$ cat config.mk
export PLATFORM = sky130hd
export DESIGN_NAME = mem_port_arbiter
export DESIGN_NICKNAME = d
export VERILOG_FILES = /design/src/rtl/mem_port_arbiter_pkg.sv /design/src/rtl/mem_port_arbiter.sv
export SDC_FILE = /design/constraint.sdc
export NUM_CORES = 1
export LEC_CHECK = 0
export ABC_AREA = 0
export BUFFER_PORTS_ARGS = -buffer_cell sky130_fd_sc_hd__buf_2
export CAP_MARGIN = 40
export CORE_AREA = 3 3 194 196
export DETAILED_ROUTE_END_ITERATION = 16
export DIE_AREA = 0 0 197 199
export GPL_TIMING_DRIVEN = 0
export PLACE_DENSITY = 0.42
export SYNTH_ARGS = -nofsm -noshare
export SYNTH_HDL_FRONTEND = slang
export SYNTH_SLANG_ARGS = --single-unit
export TNS_END_PERCENT = 20
$ cat constraint.sdc
create_clock -name clk -period 1.9 [get_ports clk]
set_input_delay 0.19 -clock clk [delete_from_list [all_inputs] [get_ports clk]]
set_output_delay 0.19 -clock clk [all_outputs]
set_load 0.02 [all_outputs]
$ cat src/rtl/mem_port_arbiter_pkg.sv
// Shared types and encodings for the fetch/data memory port arbiter.
package mem_port_arbiter_pkg;

  typedef enum logic [1:0] {
    IDLE      = 2'd0,
    WAIT_IF   = 2'd1,
    WAIT_DM   = 2'd2,
    WAIT_KILL = 2'd3
  } state_t;

  localparam logic [1:0] SIZE_BYTE   = 2'b00;
  localparam logic [1:0] SIZE_HALF   = 2'b01;
  localparam logic [1:0] SIZE_WORD   = 2'b10;
  localparam logic [1:0] SIZE_DOUBLE = 2'b11;

  localparam logic [1:0] FETCH_SIZE  = SIZE_WORD;

endpackage

$ cat src/rtl/mem_port_arbiter.sv
// Arbitrates fetch and data requests onto one single-outstanding memory port.
// Latency: request to mem_* is combinational in IDLE; responses pass through combinationally.
// Backpressure: requesters hold until *_gnt; stall_if/stall_mem tell the pipeline to wait.
module mem_port_arbiter
  import mem_port_arbiter_pkg::*;
#(
  parameter int ADDR_W       = 64,
  parameter int STARVE_LIMIT = 4
) (
  input  logic              clk,
  input  logic              rst,
  input  logic              if_req,
  input  logic [ADDR_W-1:0] if_addr,
  output logic              if_gnt,
  output logic              if_rvalid,
  output logic [31:0]       if_rdata,
  input  logic              flush,
  input  logic              dm_req,
  input  logic              dm_we,
  input  logic [ADDR_W-1:0] dm_addr,
  input  logic [63:0]       dm_wdata,
  input  logic [1:0]        dm_size,
  output logic              dm_gnt,
  output logic              dm_rvalid,
  output logic [63:0]       dm_rdata,
  output logic              mem_req,
  output logic              mem_we,
  output logic [ADDR_W-1:0] mem_addr,
  output logic [63:0]       mem_wdata,
  output logic [1:0]        mem_size,
  input  logic              mem_gnt,
  input  logic              mem_rvalid,
  input  logic [63:0]       mem_rdata,
  output logic              stall_if,
  output logic              stall_mem
);

  localparam int CNT_W = $clog2(STARVE_LIMIT + 1);
  localparam logic [CNT_W-1:0] CNT_MAX = CNT_W'(STARVE_LIMIT);

  state_t           state;
  logic [CNT_W-1:0] starve_cnt;
  logic             idle;
  logic             sel_if;
  logic             sel_dm;

  // Data wins by default; fetch takes over once data has won STARVE_LIMIT times under contention.
  assign idle   = (state == IDLE) && !rst;
  assign sel_if = idle && if_req && !flush && (!dm_req || starve_cnt == CNT_MAX);
  assign sel_dm = idle && dm_req && !sel_if;

  assign mem_req   = sel_if || sel_dm;
  assign mem_we    = sel_dm && dm_we;
  assign mem_addr  = sel_dm ? dm_addr : (sel_if ? if_addr : '0);
  assign mem_wdata = sel_dm ? dm_wdata : '0;
  assign mem_size  = sel_dm ? dm_size : (sel_if ? FETCH_SIZE : 2'b00);

  assign if_gnt = mem_gnt && sel_if;
  assign dm_gnt = mem_gnt && sel_dm;

  assign if_rvalid = !rst && (state == WAIT_IF) && mem_rvalid && !flush;
  assign dm_rvalid = !rst && (state == WAIT_DM) && mem_rvalid;
  assign if_rdata  = if_rvalid ? mem_rdata[31:0] : '0;
  assign dm_rdata  = dm_rvalid ? mem_rdata : '0;

  assign stall_if  = !rst && ((if_req && !if_rvalid) || (state == WAIT_KILL));
  assign stall_mem = !rst && dm_req && !dm_rvalid;

  always_ff @(posedge clk) begin
    if (rst) begin
      state      <= IDLE;
      starve_cnt <= '0;
    end else begin
      case (state)
        IDLE: begin
          if (if_gnt) begin
            state      <= WAIT_IF;
            starve_cnt <= '0;
          end else if (dm_gnt) begin
            state <= WAIT_DM;
            if (if_req && starve_cnt != CNT_MAX)
              starve_cnt <= CNT_W'(starve_cnt + 1'b1);
          end
        end
        // A flush with no response yet leaves a fetch response that must be swallowed.
        WAIT_IF: begin
          if (mem_rvalid)
            state <= IDLE;
          else if (flush)
            state <= WAIT_KILL;
        end
        WAIT_DM, WAIT_KILL: begin
          if (mem_rvalid)
            state <= IDLE;
        end
        default: state <= IDLE;
      endcase
    end
  end

endmodule

==> summary.txt <==
Bufs and invs on worst path: 4
initial DRC count: 140
Most Frequent Cell on Critical Path: buf_6
Cell Area, Placed: 6350 um2
CP max FO: 8
Root Driver: clkbuf_16
post-route worst setup slack: -316 ps
Hold Path Class: input pin to flip-flop
adder-cell share of the synthesized area: 0.910%
Die ar.: 39,200 um2
Routed Antenna Nets: 0
largest net degree at the start of global routing: 11
Compound-Gate Fraction of Synth Area: 4.00%
VDD IR max: 0.000174 V
CTS tree: built
sequential fraction of the synthesis area: 3.64%
CP arrival: 2030 ps
Worst Setup Start Kind: flip-flop
share of cells above drive strength 1: 71.5%
failing checks: setup timing
ys async rst share: 0%
FMAX: 451 MHz
Synth Register Bits: 5
Power Dens Cells: 231 nW/um2
Worst EP required: 1710 ps
Max Slew Vio Count: 0
CTS Buffer Depth: 2
Total GRT Usage: 9.39%
clk sinks: 5
DR pass1 iterations: 4
DP Wirelength: 16,800 um
Routed WL per cell: 14.6 um
mux share of post-synthesis cell area: 23.3%
Worst Max-Slew Pin Slew: 401 ps
setup TNS: -26,640 ps
first-pass GRT wire length: 28,300 um
syn_nets: 709
number of CTS-inserted buffers: 3
cell area after layout: 8390 um2
Synth Warn #: 0
crit-path leading delay family: simple AND/OR/NAND/NOR gates
CP cell instances: buf_6 -> or4b_4 -> a31oi_4 -> buf_8 -> buf_4 -> and2_1 -> buf_6
Vias per Instance: 3.49
RSZ-0062 raised after global routing: true
Leak: 4.66 nW
Post-Synthesis Cell Area: 2750 um2
Final Setup Violations: 138
combinational family with the most area after synthesis: simple AND/OR/NAND/NOR gates
Mapped Cells: 441
Placer Congestion: 0.929
Mapped Avg Cell Area: 6.24 um2
footprint of the multi-input gates: 3010 um2
Crit-path slowest cell: or4b_4
clk slew on worst S/H paths: 30 ps
Fin. Hold Viols: 0
Post-synth EDFFs: 0
pre-CTS setup slack: -890 ps
global route overflow: 0
relative slew slack: 73.2%
Final #Nets: 1,252
synth unique cells: 34
crit path time final: 2220 ps
Post-Synth XOR/XNOR Area: 0%
Vias: 5,061
Die Wd: 197 um
Top Ports: 500
initial antenna violation count: 1
Setup Skew: 1.03 ps
worst-skew pair later-pin latency: 230 ps
Setup CP Type: flip-flop to primary output
Post-Synth Simple-Gate Area: 52.4%
effective utilization at floorplan: 7.58%
area grow syn2layout: 205%
die height: 199 um
outcome: finished with violations
Detailed Route WL: 21,200 um
CP Capture Type: primary output
Main synth FF type: dfxtp_1
DRC violations left: 0
filler cell count in the final layout: 4,023
FP Rows: 70
port bufs: 499
Max-Cap Viols: 0
Reg area: 104 um2
vias in the first global route: 4,967
part of the cycle the worst path needs: 117%
H-tree Lvls: 1
Largest stage delay, worst path: 510 ps
area of the core: 36,300 um2
## flip-flops by register name, summed over array words and instances (netlist names)
name        count
starve_cnt      3
state           2
## synthesized netlist by cell type (all sizes together), types with 2 or more instances
cell type	n	share of area [%]
and2	164	37
nand2	72	9.8
inv	67	9.1
mux2i	64	23
buf	18	4.3
clkbuf	16	2.3
dfxtp	5	3.6
a31oi	4	1.1
a21oi	3	0.55
ha	2	0.91
nand3	2	0.36
nand4	2	0.45
nand4bb	2	0.82
nor2	2	0.27
nor3b	2	0.55
o221ai	2	0.64
## cell usage in the layout, fill, tap and decap left out, drive strengths merged, types with 2 or more instances in the layout
cell type / Yosys / routed
buf: 18 / 562
and2: 164 / 164
nand2: 72 / 72
inv: 67 / 67
mux2i: 64 / 64
clkbuf: 16 / 13
dfxtp: 5 / 5
a31oi: 4 / 4
a21oi: 3 / 3
o221ai: 2 / 2
nand4: 2 / 2
nand4bb: 2 / 2
nor2: 2 / 2
nor3b: 2 / 2
nand3: 2 / 2
ha: 2 / 2
## worst paths after layout
check,from,end,slack [ps],cells after the start
setup reg to reg,state[1],starve_cnt[0],330,5
hold reg to reg,starve_cnt[2],starve_cnt[2],640,2
setup / recovery,state[1],mem_wdata[41],-320,7
hold / removal,mem_rvalid,state[0],330,3
## worst reg2reg max path: cells and delay by family (launching register included)
| family | cells | cell delay (ps) |
|---|---|---|
| buf+inv | 2 | 310 |
| simple gates | 1 | 510 |
| flops | 1 | 290 |
| compound gates | 2 | 320 |
## stage by stage
stage / std cells / util, % / total power [mW] / hold slack, ps
after floorplan: 441 / - / 0.712 / 372
after global routing: 1452 / 23.1 / 2.05 / 362
after detailed placement: 1408 / 17.5 / 1.23 / 513
final: 1452 / 23.1 / 1.94 / 333
after CTS: 1446 / 21.8 / 1.89 / 281
after global placement: 1408 / 17.5 / 1.23 / 512
## where the power goes
| part | internal, mW | switching, mW | total (mW) |
|---|---|---|---|
| logic | 0.777 | 0.696 | 1.47 |
| registers | 0.109 | 0.00215 | 0.112 |
| clock network | 0.278 | 0.0722 | 0.351 |
| total | 1.16 | 0.771 | 1.94 |
## cells by family (layout without fill, tap and decap cells)
family          count (synthesis)  in the layout
other cells                     0              1
fa+ha+maj                       2              2
buf+inv                       101            643
simple gates                  254            254
compound gates                 15             15
flops                           5              5
mux                            64             64
## layout make-up
cell class | count | share of cell area [%]
sequential | 5 | 1.24
clock buffer | 4 | 0.939
antenna | 1 | 0.0298
inverter | 67 | 3.00
multi-input combinational | 335 | 35.9
buffer | 33 | 5.47
timing repair buffer | 539 | 46.5
tap | 468 | 6.98
## repair_timing
item                                    4_1_cts  5_1_grt
pin swaps                                    23       31
buffers inserted                             23        9
hold buffers                                  0        0
gates resized for setup                     307      177
endpoints found under the setup margin      232      221
gates cloned                                 11        1
## layer usage
layer	GRT usage [%]	vias to the layer above	share of wire, %
met2	18.7	308	56
met1	10.3	2293	35
met4	2.56	0	2.2
met5	0	-	0
li1	-	2438	-
met3	1.34	22	6.9
No activity file was read; power rests on OpenSTA's default activity.
